--- src/rtl/sme_job_scheduler_if.sv ---
// Client-side bus of the string-match job scheduler: request/grant, shared char bus, tagged result.
// master = requester side, slave = scheduler side.
interface sme_job_scheduler_if #(
  parameter int NREQ = 4
) ();
  logic [NREQ-1:0] req;
  logic [NREQ-1:0] gnt;
  logic [7:0]      s_data;
  logic            s_isstring;
  logic            s_ispattern;
  logic            s_last;
  logic            rsp_valid;
  logic [2:0]      rsp_id;
  logic            rsp_match;
  logic [4:0]      rsp_index;
  logic            rsp_err;

  modport master (
    output req, s_data, s_isstring, s_ispattern, s_last,
    input  gnt, rsp_valid, rsp_id, rsp_match, rsp_index, rsp_err
  );

  modport slave (
    input  req, s_data, s_isstring, s_ispattern, s_last,
    output gnt, rsp_valid, rsp_id, rsp_match, rsp_index, rsp_err
  );
endinterface

--- src/rtl/sme_job_scheduler.sv ---
// Round-robin scheduler sharing one char-serial string-match engine among NREQ requesters.
// Optional statistics counters are enabled by defining SME_SCHED_STATS_EN.
module sme_job_scheduler #(
  parameter int NREQ    = 4,
  parameter int STR_MAX = 32,
  parameter int PAT_MAX = 8,
  parameter int TIMEOUT = 96
) (
  input  logic        clk,
  input  logic        reset,
  sme_job_scheduler_if.slave bus,
  output logic [7:0]  eng_chardata,
  output logic        eng_isstring,
  output logic        eng_ispattern,
  input  logic        eng_match,
  input  logic [4:0]  eng_index,
  input  logic        eng_valid
`ifdef SME_SCHED_STATS_EN
  ,
  output logic [15:0] stat_jobs,
  output logic [15:0] stat_match,
  output logic [15:0] stat_err
`endif
);

  localparam logic [2:0] S_IDLE   = 3'd0;
  localparam logic [2:0] S_GRANT  = 3'd1;
  localparam logic [2:0] S_STREAM = 3'd2;
  localparam logic [2:0] S_GAP    = 3'd3;
  localparam logic [2:0] S_WAIT   = 3'd4;
  localparam logic [2:0] S_RESP   = 3'd5;

  localparam int IDW = 3;
  localparam int SCW = $clog2(STR_MAX + 1);
  localparam int PCW = $clog2(PAT_MAX + 1);
  localparam int TCW = $clog2(TIMEOUT + 1);

  genvar gi;

  logic [2:0]      state_reg;
  logic [IDW-1:0]  rr_reg;
  logic [IDW-1:0]  winner_reg;
  logic [NREQ-1:0] gnt_reg;
  logic [SCW-1:0]  str_cnt_reg;
  logic [PCW-1:0]  pat_cnt_reg;
  logic [TCW-1:0]  timer_reg;
  logic            pat_seen_reg;
  logic            err_reg;

  logic [7:0]      eng_chardata_reg;
  logic            eng_isstring_reg;
  logic            eng_ispattern_reg;

  logic            rsp_valid_reg;
  logic [2:0]      rsp_id_reg;
  logic            rsp_match_reg;
  logic [4:0]      rsp_index_reg;
  logic            rsp_err_reg;

  // Arbitration: rotate requests so bit 0 is the rr pointer, take the lowest set bit.
  logic [NREQ-1:0] req_rot;
  logic [IDW-1:0]  pick_off;
  logic            pick_found;
  logic [IDW:0]    pick_sum;
  logic [IDW-1:0]  pick_idx;
  logic [IDW-1:0]  rr_next;
  logic [NREQ-1:0] gnt_onehot;

  assign req_rot = NREQ'({bus.req, bus.req} >> rr_reg);

  always_comb begin
    pick_off   = '0;
    pick_found = 1'b0;
    for (int i = NREQ - 1; i >= 0; i--) begin
      if (req_rot[i]) begin
        pick_off   = IDW'(i);
        pick_found = 1'b1;
      end
    end
  end

  assign pick_sum = {1'b0, rr_reg} + {1'b0, pick_off};
  assign pick_idx = (pick_sum >= (IDW+1)'(NREQ)) ? IDW'(pick_sum - (IDW+1)'(NREQ))
                                                  : IDW'(pick_sum);
  assign rr_next  = (pick_idx == IDW'(NREQ - 1)) ? '0 : pick_idx + 1'b1;

  generate
    for (gi = 0; gi < NREQ; gi++) begin : g_onehot
      assign gnt_onehot[gi] = (winner_reg == IDW'(gi));
    end
  endgenerate

  // Stream-phase char classification.
  logic in_stream;
  logic str_full;
  logic pat_full;
  logic str_char;
  logic pat_char;
  logic fwd_str;
  logic fwd_pat;
  logic bad_now;
  logic err_now;
  logic job_end;

  assign in_stream = (state_reg == S_STREAM);
  assign str_full  = (str_cnt_reg == SCW'(STR_MAX));
  assign pat_full  = (pat_cnt_reg == PCW'(PAT_MAX));
  assign str_char  = bus.s_isstring & ~bus.s_ispattern;
  assign pat_char  = bus.s_ispattern & ~bus.s_isstring;

  // Once a job is flagged bad nothing more reaches the engine; it is never waited on.
  assign fwd_str = in_stream & ~err_reg & str_char & ~pat_seen_reg & ~str_full;
  assign fwd_pat = in_stream & ~err_reg & pat_char & ~pat_full;
  assign bad_now = in_stream & ((bus.s_isstring & bus.s_ispattern)
                              | (bus.s_isstring & pat_seen_reg)
                              | (str_char & str_full)
                              | (pat_char & pat_full));
  assign err_now = err_reg | bad_now;
  assign job_end = in_stream & bus.s_ispattern & bus.s_last;

  always_ff @(posedge clk) begin
    if (reset) begin
      state_reg         <= S_IDLE;
      rr_reg            <= '0;
      winner_reg        <= '0;
      gnt_reg           <= '0;
      str_cnt_reg       <= '0;
      pat_cnt_reg       <= '0;
      timer_reg         <= '0;
      pat_seen_reg      <= 1'b0;
      err_reg           <= 1'b0;
      eng_chardata_reg  <= '0;
      eng_isstring_reg  <= 1'b0;
      eng_ispattern_reg <= 1'b0;
      rsp_valid_reg     <= 1'b0;
      rsp_id_reg        <= '0;
      rsp_match_reg     <= 1'b0;
      rsp_index_reg     <= '0;
      rsp_err_reg       <= 1'b0;
    end else begin
      eng_isstring_reg  <= fwd_str;
      eng_ispattern_reg <= fwd_pat;
      eng_chardata_reg  <= (fwd_str | fwd_pat) ? bus.s_data : 8'd0;

      rsp_valid_reg <= 1'b0;
      rsp_id_reg    <= '0;
      rsp_match_reg <= 1'b0;
      rsp_index_reg <= '0;
      rsp_err_reg   <= 1'b0;

      case (state_reg)
        S_IDLE: begin
          if (pick_found) begin
            winner_reg <= pick_idx;
            rr_reg     <= rr_next;
            state_reg  <= S_GRANT;
          end
        end

        S_GRANT: begin
          gnt_reg      <= gnt_onehot;
          str_cnt_reg  <= '0;
          pat_cnt_reg  <= '0;
          pat_seen_reg <= 1'b0;
          err_reg      <= 1'b0;
          state_reg    <= S_STREAM;
        end

        S_STREAM: begin
          if (fwd_str) str_cnt_reg <= str_cnt_reg + 1'b1;
          if (fwd_pat) pat_cnt_reg <= pat_cnt_reg + 1'b1;
          if (pat_char) pat_seen_reg <= 1'b1;
          err_reg <= err_now;
          if (job_end) begin
            gnt_reg <= '0;
            if (err_now) begin
              rsp_valid_reg <= 1'b1;
              rsp_id_reg    <= winner_reg;
              rsp_err_reg   <= 1'b1;
              state_reg     <= S_RESP;
            end else begin
              state_reg <= S_GAP;
            end
          end
        end

        S_GAP: begin
          timer_reg <= '0;
          state_reg <= S_WAIT;
        end

        S_WAIT: begin
          if (eng_valid) begin
            rsp_valid_reg <= 1'b1;
            rsp_id_reg    <= winner_reg;
            rsp_match_reg <= eng_match;
            rsp_index_reg <= eng_match ? eng_index : 5'd0;
            state_reg     <= S_RESP;
          end else if (timer_reg == TCW'(TIMEOUT - 1)) begin
            rsp_valid_reg <= 1'b1;
            rsp_id_reg    <= winner_reg;
            rsp_err_reg   <= 1'b1;
            state_reg     <= S_RESP;
          end else begin
            timer_reg <= timer_reg + 1'b1;
          end
        end

        S_RESP: state_reg <= S_IDLE;

        default: state_reg <= S_IDLE;
      endcase
    end
  end

  assign bus.gnt       = gnt_reg;
  assign bus.rsp_valid = rsp_valid_reg;
  assign bus.rsp_id    = rsp_id_reg;
  assign bus.rsp_match = rsp_match_reg;
  assign bus.rsp_index = rsp_index_reg;
  assign bus.rsp_err   = rsp_err_reg;

  assign eng_chardata  = eng_chardata_reg;
  assign eng_isstring  = eng_isstring_reg;
  assign eng_ispattern = eng_ispattern_reg;

`ifdef SME_SCHED_STATS_EN
  logic [2:0] stat_inc;
  assign stat_inc = {rsp_valid_reg & rsp_err_reg, rsp_valid_reg & rsp_match_reg, rsp_valid_reg};

  // Saturating counters: index 0 all jobs, 1 matches, 2 errors.
  generate
    for (gi = 0; gi < 3; gi++) begin : g_stat
      logic [15:0] cnt_reg;
      always_ff @(posedge clk) begin
        if (reset) begin
          cnt_reg <= '0;
        end else if (stat_inc[gi] && (cnt_reg != 16'hFFFF)) begin
          cnt_reg <= cnt_reg + 1'b1;
        end
      end
    end
  endgenerate

  assign stat_jobs  = g_stat[0].cnt_reg;
  assign stat_match = g_stat[1].cnt_reg;
  assign stat_err   = g_stat[2].cnt_reg;
`endif

endmodule
--- src/flat_wrapper.sv ---
// flat-port wrapper written by rule: the top's interface ports become plain ports
module sme_job_scheduler_flat 
#(
  parameter int NREQ    = 4,
  parameter int STR_MAX = 32,
  parameter int PAT_MAX = 8,
  parameter int TIMEOUT = 96
)
  (clk, reset, eng_chardata, eng_isstring, eng_ispattern, eng_match, eng_index, eng_valid, bus_req, bus_s_data, bus_s_isstring, bus_s_ispattern, bus_s_last, bus_gnt, bus_rsp_valid, bus_rsp_id, bus_rsp_match, bus_rsp_index, bus_rsp_err);
  sme_job_scheduler_if #(.NREQ(NREQ)) bus_i ();
  input  logic clk;
  input  logic reset;
  output logic [7:0] eng_chardata;
  output logic eng_isstring;
  output logic eng_ispattern;
  input  logic eng_match;
  input  logic [4:0] eng_index;
  input  logic eng_valid;
  input wire logic [$bits(bus_i.req)-1:0] bus_req;
  input wire logic [$bits(bus_i.s_data)-1:0] bus_s_data;
  input wire logic [$bits(bus_i.s_isstring)-1:0] bus_s_isstring;
  input wire logic [$bits(bus_i.s_ispattern)-1:0] bus_s_ispattern;
  input wire logic [$bits(bus_i.s_last)-1:0] bus_s_last;
  output wire logic [$bits(bus_i.gnt)-1:0] bus_gnt;
  output wire logic [$bits(bus_i.rsp_valid)-1:0] bus_rsp_valid;
  output wire logic [$bits(bus_i.rsp_id)-1:0] bus_rsp_id;
  output wire logic [$bits(bus_i.rsp_match)-1:0] bus_rsp_match;
  output wire logic [$bits(bus_i.rsp_index)-1:0] bus_rsp_index;
  output wire logic [$bits(bus_i.rsp_err)-1:0] bus_rsp_err;
  assign bus_i.req = bus_req;
  assign bus_i.s_data = bus_s_data;
  assign bus_i.s_isstring = bus_s_isstring;
  assign bus_i.s_ispattern = bus_s_ispattern;
  assign bus_i.s_last = bus_s_last;
  assign bus_gnt = bus_i.gnt;
  assign bus_rsp_valid = bus_i.rsp_valid;
  assign bus_rsp_id = bus_i.rsp_id;
  assign bus_rsp_match = bus_i.rsp_match;
  assign bus_rsp_index = bus_i.rsp_index;
  assign bus_rsp_err = bus_i.rsp_err;
  sme_job_scheduler #(.NREQ(NREQ), .STR_MAX(STR_MAX), .PAT_MAX(PAT_MAX), .TIMEOUT(TIMEOUT)) u_core (.clk(clk), .reset(reset), .bus(bus_i), .eng_chardata(eng_chardata), .eng_isstring(eng_isstring), .eng_ispattern(eng_ispattern), .eng_match(eng_match), .eng_index(eng_index), .eng_valid(eng_valid));
endmodule
--- config.mk ---
export PLATFORM = sky130hd
export DESIGN_NAME = sme_job_scheduler_flat
export DESIGN_NICKNAME = d
export VERILOG_FILES = /design/src/rtl/sme_job_scheduler_if.sv /design/src/rtl/sme_job_scheduler.sv /design/src/flat_wrapper.sv
export SDC_FILE = /design/constraint.sdc
export NUM_CORES = 1
export LEC_CHECK = 0
export ABC_AREA = 1
export CORE_UTILIZATION = 50
export DETAILED_ROUTE_END_ITERATION = 10
export PLACE_DENSITY = 0.78
export SLEW_MARGIN = 5
export SYNTH_ARGS = -nofsm -noshare
export SYNTH_HDL_FRONTEND = slang
export SYNTH_SLANG_ARGS = --single-unit
export TNS_END_PERCENT = 10
--- constraint.sdc ---
create_clock -name clk -period 5.85 [get_ports clk]
set_input_delay 0.8775 -clock clk [delete_from_list [all_inputs] [get_ports clk]]
set_output_delay 0.8775 -clock clk [all_outputs]
set_load 0.005 [all_outputs]
==> reports/metrics.yaml, run 1 <==
status:
  status: "completed"
route:
  drtAntennaViolNets: 0
  vias_per_cell: 4.81
  drtIter0Drc: 139
  firstDrtPassIters: 4
  drc: 0
  drt-wirelength-per-cell_um: 10.9
  routed_wl_um: 4900
  vias: 2160
timing:
  worst_pin_slew_ns: 0.732
  fin_skew_ns: 0.00918
  drv_slew: 0
  fmax_mhz: 346
  slew_headroom: 0.510
  final.setup.tns_ns: 0
  layout_setup_ws_ns: 2.96
  timing.hold.ws_ns: 0.474
  rsz0062_at_grt: "false"
  hold_violations: 0
  setup-violations-final: 0
  final.min_clock_period_ns: 2.89
  timing.final.crit_share: 0.495
global_routing:
  grt_pass1_wl_um: 8270
  track_usage: 0.198
  grt_max_degree: 19
  met2_usage: 0.318
  grt_antenna_before_repair: 0
  grt_pass1_vias: 1898
  grt_use_met3: 0.0542
  met1_usage: 0.266
  overflow: 0
  top_usage_layer: "met2"
power_and_ir_drop:
  finalPower_mw: 1.15
  p_leak_nw: 1.33
  switching_share: 0.355
  intPower_mw: 0.744
  power_frac_comb: 0.360
  power_density_nw_per_um2: 365
  p_sw_mw: 0.409
  seqPwrFrac: 0.392
  power_frac_clock: 0.248
  irDropWorstVdd_mv: 0.247
die:
  die_area_sq_um: 5260
  core-area_sq_um: 4750
  fp.dieH_um: 72.6
  die_w_um: 72.6
  rows: 25
  start_util: 0.523
  pin_count: 49
cts:
  cts.sinks: 53
  clk_path_buf_depth: 2
  cts_buffers: 5
  cts_resized: 0
  cts_tree: "done"
  clk_latency_ns: 0.30
  clockRootBuffer: "clkbuf_8"
  path_clk_slew_ns: 0.09
  cts_setup_buffers: 0
  cts_hold_buf: 0
  cts_htree_levels: 2
worst_setup_path:
  critPathCaptureType: "flop"
  crit_chain: "clkdlybuf4s50_1 > nand3_1 > nand2_1 > nand2_1 > nand2_1 > nand3_1 > a21boi_0 > ha_1 > fa_1 > ha_1 > nor2_1 > nand3_1 > a21oi_2"
  worst_setup_path_start_kind: "input port"
  crit_arrival_ns: 3.12
  required_ns: 6.08
  cp_max_fo: 2
  max_stage_delay_ns: 0.48
  crit_type: "input port to flop"
  critical_path.slowest_cell: "clkdlybuf4s50_1"
layout:
  final_cell_mix: "nand2_1, dfxtp_1, clkdlybuf4s50_1"
  fin_cells: 449
  final_common_cell: "nand2_1"
  largest_reg_flops: 8
  nets: 414
  area_growth_pct: 26.9
  drive_gt1_frac: 0.0916
  antenna_cells: 0
  n_fill_cell: 404
logic_synthesis:
  synth_cell_types: 33
  synth_nets: 364
  syn_area_per_cell_sq_um: 7.52
  syn_inst: 331
  yosys_register_bits: 53
  synth_area_sq_um: 2490
  synth-warning-count: 0
  ys_seq_area_frac: 0.426
placed_design:
  place_ws_ns: 2.64
  portBuffers: 48
  dpl.cell_count: 441
  place_congestion: 0.857
  hpwlAfterDp_um: 3620
hold_path:
  hp-class: "flop to flop"
flow_run:
  maxCapViolations: 0
-- synthesized netlist by cell type --
library cell | count | area, sq um
a21boi_0 | 1 | 7.51
buf_6 | 1 | 11.3
dfxtp_1 | 53 | 1060
fa_1 | 1 | 20.0
xnor2_1 | 3 | 26.3
o21ai_0 | 10 | 50.1
clkinv_2 | 1 | 5.00
a21oi_1 | 24 | 120
nor2_1 | 43 | 161
inv_1 | 43 | 161
clkbuf_1 | 2 | 7.51
nor3_2 | 1 | 10.0
nand3b_1 | 2 | 15.0
xor2_1 | 3 | 26.3
nand4_1 | 6 | 37.5
nor3_1 | 4 | 20.0
a21oi_2 | 2 | 17.5
buf_2 | 2 | 10.0
nor2_2 | 4 | 25.0
nor2_4 | 5 | 56.3
nand2_2 | 5 | 31.3
nand3_4 | 1 | 17.5
nand3b_4 | 1 | 20.0
nand3_2 | 1 | 10.0
ha_1 | 8 | 100
inv_2 | 3 | 11.3
nand3_1 | 29 | 145
nand2_4 | 2 | 22.5
a22oi_1 | 1 | 7.51
nand2_1 | 65 | 244
a211oi_1 | 1 | 7.51
o21ai_1 | 2 | 10.0
a211oi_2 | 1 | 12.5
-- path summary, 6_finish.rpt --
| kind | from | slack [ns] | cells after the start | endpoint |
|---|---|---|---|---|
| setup / recovery | bus_req[0] | 2.96 | 13 | u_core.rr_reg[2] |
| hold / removal | u_core.timer_reg[4] | 0.47 | 2 | u_core.timer_reg[4] |
| setup reg to reg | u_core.rr_reg[1] | 3.42 | 12 | u_core.rr_reg[2] |
| hold reg to reg | u_core.timer_reg[4] | 0.47 | 2 | u_core.timer_reg[4] |
-- final cells by class --
class / count / area (sq um) / area share
Inverter: 47 / 178 / 0.0563
Clock inverter: 3 / 65.1 / 0.0206
Sequential cell: 53 / 1060 / 0.336
Multi-Input combinational cell: 226 / 1220 / 0.387
Timing Repair Buffer: 48 / 480 / 0.152
Clock buffer: 5 / 68.8 / 0.0218
Tap cell: 67 / 83.8 / 0.0265
-- power by group through the flow --
stage,Sequential [mW],Combinational [mW],Clock [mW]
after floorplan,0.453,0.305,0
after global placement,0.458,0.404,0
after detailed placement,0.458,0.414,0
after CTS,0.451,0.417,0.293
after global routing,0.460,0.474,0.306
final,0.451,0.415,0.286
-- logic make-up after synthesis --
logic type      count (synthesis)  share of synthesized area
compound gates                 42                     0.0935
xor+xnor                        6                     0.0211
fa+ha+maj                       9                     0.0483
buf+inv                        52                     0.0830
flops                          53                      0.426
simple gates                  169                      0.328
-- through the flow --
step / cell area, sq um / utilization
detailed placement: 3020 / 0.636
finish: 3160 / 0.664
floorplan: 2490 / -
global placement: 3020 / 0.636
CTS: 3160 / 0.664
global route: 3160 / 0.664
-- metal layers --
metal	vias up	part of all wire
met3	6	0.047
li1	1153	-
met4	0	0.010
met5	-	0
met1	953	0.47
met2	48	0.47
-- critical path: cells and delay by family --
family          cells  cell delay, ns
fa+ha+maj           3            0.84
buf+inv             1            0.48
simple gates        7            0.60
compound gates      2            0.32
Note: power is estimated with default switching activity, not from simulation.
==> inputs of run 2 (changes only) <==
==> constraint.sdc (replaced) <==
create_clock -name clk -period 2.8 [get_ports clk]
set_input_delay 0.42 -clock clk [delete_from_list [all_inputs] [get_ports clk]]
set_output_delay 0.42 -clock clk [all_outputs]
set_load 0.005 [all_outputs]
==> reports/metrics.yaml, run 2 (synthesis results as in run 1) <==
timing:
  fmax_mhz: 412
  setup-violations-final: 0
  hold_violations: 0
  final.min_clock_period_ns: 2.43
  drv_slew: 0
  fin_skew_ns: 0.00909
  rsz0062_at_grt: "false"
  slew_headroom: 0.547
  final.setup.tns_ns: 0
  worst_pin_slew_ns: 0.677
  timing.final.crit_share: 0.866
worst_setup_path:
  worst_setup_path_start_kind: "flop"
  cp_max_fo: 6
  crit_type: "flop to flop"
  critPathCaptureType: "flop"
  required_ns: 3.04
  crit_arrival_ns: 2.66
cts:
  cts_hold_buf: 0
  clk_path_buf_depth: 2
  cts_setup_buffers: 0
  cts.sinks: 53
  clockRootBuffer: "clkbuf_8"
  clk_latency_ns: 0.30
  path_clk_slew_ns: 0.09
  cts_tree: "done"
  cts_htree_levels: 2
  cts_resized: 0
  cts_buffers: 5
layout:
  largest_reg_flops: 8
  drive_gt1_frac: 0.0964
  multi_input_area_sq_um: 1220
  final_area_sq_um: 3140
  regArea_sq_um: 1060
  area_growth_pct: 26.0
  antenna_cells: 0
  nets: 416
  final_common_cell: "nand2_1"
  final_cell_mix: "nand2_1, dfxtp_1, clkdlybuf4s50_1"
  fin_cells: 451
  n_fill_cell: 421
die:
  die_w_um: 72.6
  rows: 25
  pin_count: 49
  fp.dieH_um: 72.6
  die_area_sq_um: 5260
  core-area_sq_um: 4750
  start_util: 0.523
route:
  firstDrtPassIters: 4
  vias_per_cell: 4.80
  drc: 0
  drtIter0Drc: 85
  vias: 2163
  drt-wirelength-per-cell_um: 11.0
  drtAntennaViolNets: 0
  routed_wl_um: 4960
global_routing:
  overflow: 0
  grt_pass1_wl_um: 8600
  grt_antenna_before_repair: 0
  grt_pass1_vias: 2032
  track_usage: 0.205
  grt_max_degree: 18
power_and_ir_drop:
  power_density_nw_per_um2: 724
  finalPower_mw: 2.27
  irDropWorstVdd_mv: 0.539
  p_leak_nw: 1.33
flow_run:
  maxCapViolations: 0
placed_design:
  place_congestion: 0.848
  hpwlAfterDp_um: 3650
  portBuffers: 48
  dpl.cell_count: 443
  postPlaceCellArea_sq_um: 3040
status:
  status: "completed"
hold_path:
  hp-class: "flop to flop"
[run 2: cell types whose count changed in the layout (fill, tap and decap cells not counted), sizes merged]
cell,delta
buf,+2
clkbuf,+1
bufinv,-2
clkinv,+1
[run 2: report_power, final]
| part | internal, mW | switching, mW | total, mW |
|---|---|---|---|
| combinational | 0.353 | 0.530 | 0.883 |
| sequential | 0.857 | 0.0851 | 0.942 |
| clock | 0.201 | 0.244 | 0.445 |
| total | 1.41 | 0.859 | 2.27 |
[run 2: metrics by stage]
| stage | setup slack [ns] | hold WS (ns) | utilization |
|---|---|---|---|
| floorplan | 0.583 | 0.435 | - |
| global placement | 0.158 | 0.463 | 0.639 |
| detailed placement | 0.111 | 0.463 | 0.639 |
| CTS | 0.383 | 0.478 | 0.659 |
| global route | 0.0546 | 0.497 | 0.659 |
| finish | 0.375 | 0.472 | 0.659 |
[run 2: cell type report]
type	instances	share of cell area
tap	67	0.0267
clock buffer	6	0.0263
multi-input combinational	226	0.389
timing repair buffer	50	0.158
clock inverter	2	0.00439
inverter	47	0.0567
sequential	53	0.338
[run 2: critical path, cell delays in order (launching register included)]
cell	delay, ns
dfxtp_1	0.47
inv_1	0.14
nor2_1	0.14
nand2_1	0.07
nand2_1	0.08
nand3_1	0.06
a21boi_0	0.16
ha_1	0.21
fa_1	0.45
ha_1	0.20
nor2_1	0.10
nand3_1	0.11
a21oi_2	0.17
[run 2: final timing paths]
kind                            slack, ns           startpoint                   to  depth (start not counted)
worst min register to register       0.47  u_core.timer_reg[4]  u_core.timer_reg[4]                          2
worst max register to register       0.37     u_core.rr_reg[1]     u_core.rr_reg[2]                         12
worst max-delay path                 0.37     u_core.rr_reg[1]     u_core.rr_reg[2]                         12
worst min-delay path                 0.47  u_core.timer_reg[4]  u_core.timer_reg[4]                          2
[run 2: routing by layer]
layer  wire (um)  vias to the layer above  GRT usage  part of all wire
met5           0                        -          0                 0
met4          55                        0     0.0545             0.011
met3         229                        7     0.0444             0.046
met2        2350                       51      0.353              0.47
met1        2320                      947      0.259              0.47
li1            -                     1158          -                 -
